`config.mk`:
```
export PLATFORM = sky130hd
export DESIGN_NAME = bkt_lvl_search_flat
export DESIGN_NICKNAME = d
export VERILOG_FILES = /design/src/rtl/bkt_lvl_search_if.sv /design/src/rtl/bkt_lvl_search.sv /design/src/flat_wrapper.sv
export SDC_FILE = /design/constraint.sdc
export NUM_CORES = 1
export LEC_CHECK = 0
export CORE_ASPECT_RATIO = 1.75
export CORE_MARGIN = 2
export CORE_UTILIZATION = 50
export CTS_BUF_LIST = sky130_fd_sc_hd__clkbuf_4
export DETAILED_ROUTE_END_ITERATION = 8
export PLACE_DENSITY = 0.83
export SYNTH_ARGS = -nofsm -noshare
export SYNTH_HDL_FRONTEND = slang
export SYNTH_SLANG_ARGS = --single-unit
```
`constraint.sdc`:
```
create_clock -name clk -period 2.65 [get_ports clk]
set_clock_uncertainty 0.1 [all_clocks]
set_input_delay 0.265 -clock clk [delete_from_list [all_inputs] [get_ports clk]]
set_output_delay 0.265 -clock clk [all_outputs]
set_load 0.005 [all_outputs]
```
`src/rtl/bkt_lvl_search_if.sv`:
```
// Request/response bundle between the conflict controller and the backtrack-level finder.
interface bkt_lvl_search_if #(
    parameter int NUM_LVLS         = 8,
    parameter int WIDTH_LVL_STATES = 11,
    parameter int WIDTH_LVL        = 16
);
    logic                                 start_i;
    logic [WIDTH_LVL-1:0]                 max_lvl_i;
    logic [WIDTH_LVL_STATES*NUM_LVLS-1:0] lvl_states_i;
    logic                                 busy_o;
    logic                                 done_o;
    logic                                 found_o;
    logic                                 err_o;
    logic [WIDTH_LVL-1:0]                 bkt_lvl_o;
    logic [9:0]                           bkt_bin_o;
    logic                                 apply_bkt_o;

    modport master (
        output start_i, max_lvl_i, lvl_states_i,
        input  busy_o, done_o, found_o, err_o, bkt_lvl_o, bkt_bin_o, apply_bkt_o
    );

    modport slave (
        input  start_i, max_lvl_i, lvl_states_i,
        output busy_o, done_o, found_o, err_o, bkt_lvl_o, bkt_bin_o, apply_bkt_o
    );
endinterface

```
`src/rtl/bkt_lvl_search.sv`:
```
// Sequential backtrack-level finder: walks a snapshot of the level states from
// max_lvl downward, one level per cycle, and reports the first non-backtracked level above 0.
module bkt_lvl_search #(
    parameter int NUM_LVLS         = 8,
    parameter int WIDTH_LVL_STATES = 11,
    parameter int WIDTH_LVL        = 16
) (
    input  logic                   clk,
    input  logic                   rst,
    bkt_lvl_search_if.slave        bus
);
    localparam int IW = $clog2(NUM_LVLS);
    localparam int W  = WIDTH_LVL_STATES;

    typedef enum logic [1:0] {IDLE, SCAN, RESULT} state_t;

    state_t                 state, state_nxt;
    logic [NUM_LVLS*W-1:0]  snap;
    logic [IW-1:0]          idx;
    logic                   found_q, err_q;
    logic [WIDTH_LVL-1:0]   lvl_q;
    logic [9:0]             bin_q;

    logic [W-1:0]           lvl_st [NUM_LVLS];
    logic [W-1:0]           cur;
    logic                   start_err;
    logic                   hit, last;

    // Level 0 sits in the MSB slice of the packed state vector.
    for (genvar g = 0; g < NUM_LVLS; g++) begin : g_lvl
        assign lvl_st[g] = snap[(NUM_LVLS-1-g)*W +: W];
    end

    assign cur       = lvl_st[idx];
    assign last      = (idx == '0);
    assign hit       = !cur[0] && !last;
    // Full-width compare so large max_lvl values are never aliased into the window.
    assign start_err = (bus.max_lvl_i >= WIDTH_LVL'(NUM_LVLS));

    always_ff @(posedge clk or negedge rst) begin
        if (!rst) state <= IDLE;
        else      state <= state_nxt;
    end

    always_comb begin
        state_nxt = state;
        case (state)
            IDLE:    if (bus.start_i) state_nxt = start_err ? RESULT : SCAN;
            SCAN:    if (hit || last) state_nxt = RESULT;
            RESULT:  state_nxt = IDLE;
            default: state_nxt = IDLE;
        endcase
    end

    always_ff @(posedge clk or negedge rst) begin
        if (!rst) begin
            snap    <= '0;
            idx     <= '0;
            found_q <= 1'b0;
            err_q   <= 1'b0;
            lvl_q   <= '0;
            bin_q   <= '0;
        end else begin
            case (state)
                IDLE: if (bus.start_i) begin
                    snap <= bus.lvl_states_i;
                    idx  <= bus.max_lvl_i[IW-1:0];
                    if (start_err) begin
                        found_q <= 1'b0;
                        err_q   <= 1'b1;
                        lvl_q   <= '0;
                        bin_q   <= '0;
                    end
                end
                SCAN: begin
                    if (hit) begin
                        found_q <= 1'b1;
                        err_q   <= 1'b0;
                        lvl_q   <= WIDTH_LVL'(idx);
                        bin_q   <= cur[10:1];
                    end else if (last) begin
                        found_q <= 1'b0;
                        err_q   <= 1'b0;
                        lvl_q   <= '0;
                        bin_q   <= '0;
                    end else begin
                        idx <= idx - 1'b1;
                    end
                end
                default: ;
            endcase
        end
    end

    always_comb begin
        bus.busy_o      = (state == SCAN);
        bus.done_o      = (state == RESULT);
        bus.apply_bkt_o = (state == RESULT) && found_q;
        bus.found_o     = found_q;
        bus.err_o       = err_q;
        bus.bkt_lvl_o   = lvl_q;
        bus.bkt_bin_o   = bin_q;
    end
endmodule
```
`src/flat_wrapper.sv`:
```
// flat-port wrapper written by rule: the top's interface ports become plain ports
module bkt_lvl_search_flat 
#(
    parameter int NUM_LVLS         = 8,
    parameter int WIDTH_LVL_STATES = 11,
    parameter int WIDTH_LVL        = 16
)
  (clk, rst, bus_start_i, bus_max_lvl_i, bus_lvl_states_i, bus_busy_o, bus_done_o, bus_found_o, bus_err_o, bus_bkt_lvl_o, bus_bkt_bin_o, bus_apply_bkt_o);
  bkt_lvl_search_if #(.NUM_LVLS(NUM_LVLS), .WIDTH_LVL_STATES(WIDTH_LVL_STATES), .WIDTH_LVL(WIDTH_LVL)) bus_i ();
  input  logic clk;
  input  logic rst;
  input wire logic [$bits(bus_i.start_i)-1:0] bus_start_i;
  input wire logic [$bits(bus_i.max_lvl_i)-1:0] bus_max_lvl_i;
  input wire logic [$bits(bus_i.lvl_states_i)-1:0] bus_lvl_states_i;
  output wire logic [$bits(bus_i.busy_o)-1:0] bus_busy_o;
  output wire logic [$bits(bus_i.done_o)-1:0] bus_done_o;
  output wire logic [$bits(bus_i.found_o)-1:0] bus_found_o;
  output wire logic [$bits(bus_i.err_o)-1:0] bus_err_o;
  output wire logic [$bits(bus_i.bkt_lvl_o)-1:0] bus_bkt_lvl_o;
  output wire logic [$bits(bus_i.bkt_bin_o)-1:0] bus_bkt_bin_o;
  output wire logic [$bits(bus_i.apply_bkt_o)-1:0] bus_apply_bkt_o;
  assign bus_i.start_i = bus_start_i;
  assign bus_i.max_lvl_i = bus_max_lvl_i;
  assign bus_i.lvl_states_i = bus_lvl_states_i;
  assign bus_busy_o = bus_i.busy_o;
  assign bus_done_o = bus_i.done_o;
  assign bus_found_o = bus_i.found_o;
  assign bus_err_o = bus_i.err_o;
  assign bus_bkt_lvl_o = bus_i.bkt_lvl_o;
  assign bus_bkt_bin_o = bus_i.bkt_bin_o;
  assign bus_apply_bkt_o = bus_i.apply_bkt_o;
  bkt_lvl_search #(.NUM_LVLS(NUM_LVLS), .WIDTH_LVL_STATES(WIDTH_LVL_STATES), .WIDTH_LVL(WIDTH_LVL)) u_core (.clk(clk), .rst(rst), .bus(bus_i));
endmodule
```
==> run_results.csv <==
group,metric,value,unit
drt,final_antenna_net_count,0,
layout,final_cell_mix,"123 x clkdlybuf4s50_1, 107 x dfrtp_1, 88 x mux2_2, 20 x mux4_2, 15 x mux2i_1",
clock_tree,cts-resized-gates,0,
clock_tree,clock_latency,0.47,ns
flow_run,maxCapViolCount,0,
place,placed_area,6335,um2
setup_path,crit_start,"u_core.idx[0]",
floorplanning,coreArea,9789,um2
setup_path,endpoint,"u_core.bus.found_o",
floorplanning,initial_core_util,51.12,%
synthesis,ys_warn_count,0,
setup_path,r2r_start,"u_core.idx[0]",
drt,wire_per_inst,19.05,um
setup_path,cp.required,2.86,ns
clock_tree,cts_tree,"done",
drt,drt_iter0_drc,165,
drt,routed_wl,11.13,mm
timing,final-setup-viol-count,0,
power,p_total,3.866,mW
clock_tree,ctsHoldBuffers,1,
synthesis,ys_ff_latch,108,
setup_path,criticalPathCategory,"register to register",
clock_tree,postCtsSetupRepairBufs,0,
layout,drive_above_1_share,31.44,%
synthesis,syn_inst,328,
floorplanning,pin_count,138,
timing,finalCritPeriodShare,89.42,%
drt,vias,3225,
timing,fin_crit,2.370,ns
power,peakVddDrop,344.6,uV
global_route,met2_usage,39.22,%
floorplanning,dieArea,10860,um2
clock_tree,cts_max_path_buffers,2,
power,power_per_cell_area,594.2,nW/um2
global_route,grt_pass1_vias,3470,
global_route,grtUsageMet1,24.55,%
timing,slew-limit-headroom,36.08,%
place,dp.cells,566,
timing,tns,0,ns
setup_path,worst-r2r-cell-count,5,
synthesis,synth_top_area_cell,"dfrtp_1",
synthesis,synth.avg_cell_area,15.26,um2
synthesis,synth_area,5005,um2
worst_hold_path,hold_class,"input pin to async pin",
clock_tree,cts.clk_slew.worst_paths,0.15,ns
layout,fin_nets,562,
global_route,grt_antenna_before_repair,1,
global_route,grtUsageTotal,21.93,%
timing,tightest_slew,0.9530,ns
layout,fin_cells,584,
clock_tree,cts_max_level,3,
floorplanning,die_w,79.63,um
place,dp_hpwl,8.408,mm
layout,syn2layout_area_growth,30.00,%
global_route,use_met3,2.258,%
drt,drcViolationCount,0,
drt,drt-vias-per-instance,5.522,
synthesis,yosysTopAreaCellShare,54.00,%
layout,post-route-util,66.46,%
timing,hold_viol,0,
global_route,grt_overflow,0,
synthesis,seq_area_frac_synth,54.00,%
place,place_congestion,0.8405,
power,p_leak,2.707,nW
drt,drtPass1Iterations,4,
timing,rsz0062_at_grt,"false",
synthesis,synth.distinct_cells,33,
setup_path,worst_setup_path_end_kind,"register",
global_route,grt_max_degree,95,
place,portBuffers,124,
setup_path,worst_ep_arrival_time,2.58,ns
floorplanning,fp.dieH,136.4,um
layout,final_area,6506,um2
layout,final_common_cell,"clkdlybuf4s50_1",
timing,drv_slew,0,
setup_path,path_max_fanout,13,
timing,max_freq,0.4220,GHz
clock_tree,root_buffer,"clkbuf_4",
place,place_ws,0.3297,ns
setup_path,r2r_end,"u_core.bus.found_o",
status,outcome,"completed",
timing,holdWs,0.2126,ns
floorplanning,row_count,48,
global_route,busiest_layer,"met2",
setup_path,start_kind,"register",
clock_tree,cts_made_buffers,9,
global_route,grt_pass1_wl,17.29,mm
clock_tree,clock-sinks,108,
synthesis,synth.area.top_cells,"dfrtp_1 54%, mux2_2 20%, mux4_2 9.0%",
setup_path,r2r_setup_slack,0.28,ns
timing,fin_ws,0.2803,ns
[area by class of cell]
type	count	area, um2
Fill cell	715	3283
Sequential cell	108	2704
Multi-Input combinational cell	193	2126
Timing Repair Buffer	135	1336
Tap cell	125	156.4
Clock inverter	7	91.34
Clock buffer	9	67.56
Inverter	6	22.52
Antenna cell	1	2.502
[critical path, cell delays in order (launching register included)]
cell and delay [ns]:
dfrtp_2 0.57, inv_1 0.18, ha_1 0.24, nor4_1 0.09
o31ai_2 0.81, o21ai_0 0.21
[metal layers]
metal  share of wire (%)  up-vias  wire length [um]
met5                   0        -                 0
met3                 3.3       28               365
met4                 4.5        0               501
met1                  36     1649              3967
li1                    -     1444                 -
met2                  57      104              6291
[synth_stat cells (all sizes together)]
| master | instances |
|---|---|
| nand3 | 2 |
| nor2b | 1 |
| o31ai | 2 |
| nand2 | 2 |
| mux2i | 15 |
| ha | 2 |
| nor4 | 5 |
| mux2 | 92 |
| clkbuf | 8 |
| conb | 1 |
| a21o | 1 |
| o22ai | 1 |
| a22o | 2 |
| o21ai | 2 |
| mux4 | 22 |
| o221a | 1 |
| inv | 6 |
| dfrtp | 108 |
| buf | 25 |
| a21oi | 4 |
| o211ai | 2 |
| nand4 | 1 |
| nor2 | 6 |
| a311o | 1 |
| nand2b | 2 |
| nor3b | 1 |
| o2bb2ai | 12 |
| and2 | 1 |
[how the worst min path moves through the flow]
stage,startpoint,end,slack (ns),cells past startpoint
6_report,rst,u_core.lvl_st[12],0.21,2
5_1_grt,rst,u_core.lvl_st[87],0.23,2
4_1_cts,rst,u_core.lvl_st[34],0.19,2
3_5_place_dp,rst,u_core.lvl_st[12],0.19,1
3_3_place_gp,rst,u_core.lvl_st[12],0.18,1
2_1_floorplan,rst,u_core.bus.bkt_bin_o[0],-0.13,0
[state kept, by name, indices dropped and copies added (netlist names)]
register	count
u_core.lvl_st	88
u_core.idx	3
u_core.bus.err_o	1
u_core.state	2
u_core.bus.bkt_lvl_o	3
u_core.bus.found_o	1
u_core.bus.bkt_bin_o	10
[cells by family (layout without fill, tap and decap cells)]
logic type | Yosys count | in the layout | share of synthesized area [%]
and+or+nand+nor | 21 | 21 | 2.200
AOI/OAI and AO/OA | 28 | 28 | 4.550
other | 1 | 14 | 0.07493
adders and majority gates | 2 | 2 | 0.4999
buffers and inverters | 39 | 157 | 4.625
muxes | 129 | 129 | 34.05
DFF | 108 | 108 | 54.00
[power breakdown]
part           internal [mW]  switching (mW)
clock network          0.379           0.532
logic                  0.601           0.355
registers               1.86           0.140
total                   2.84            1.03
(Power assumes the default switching activity.)
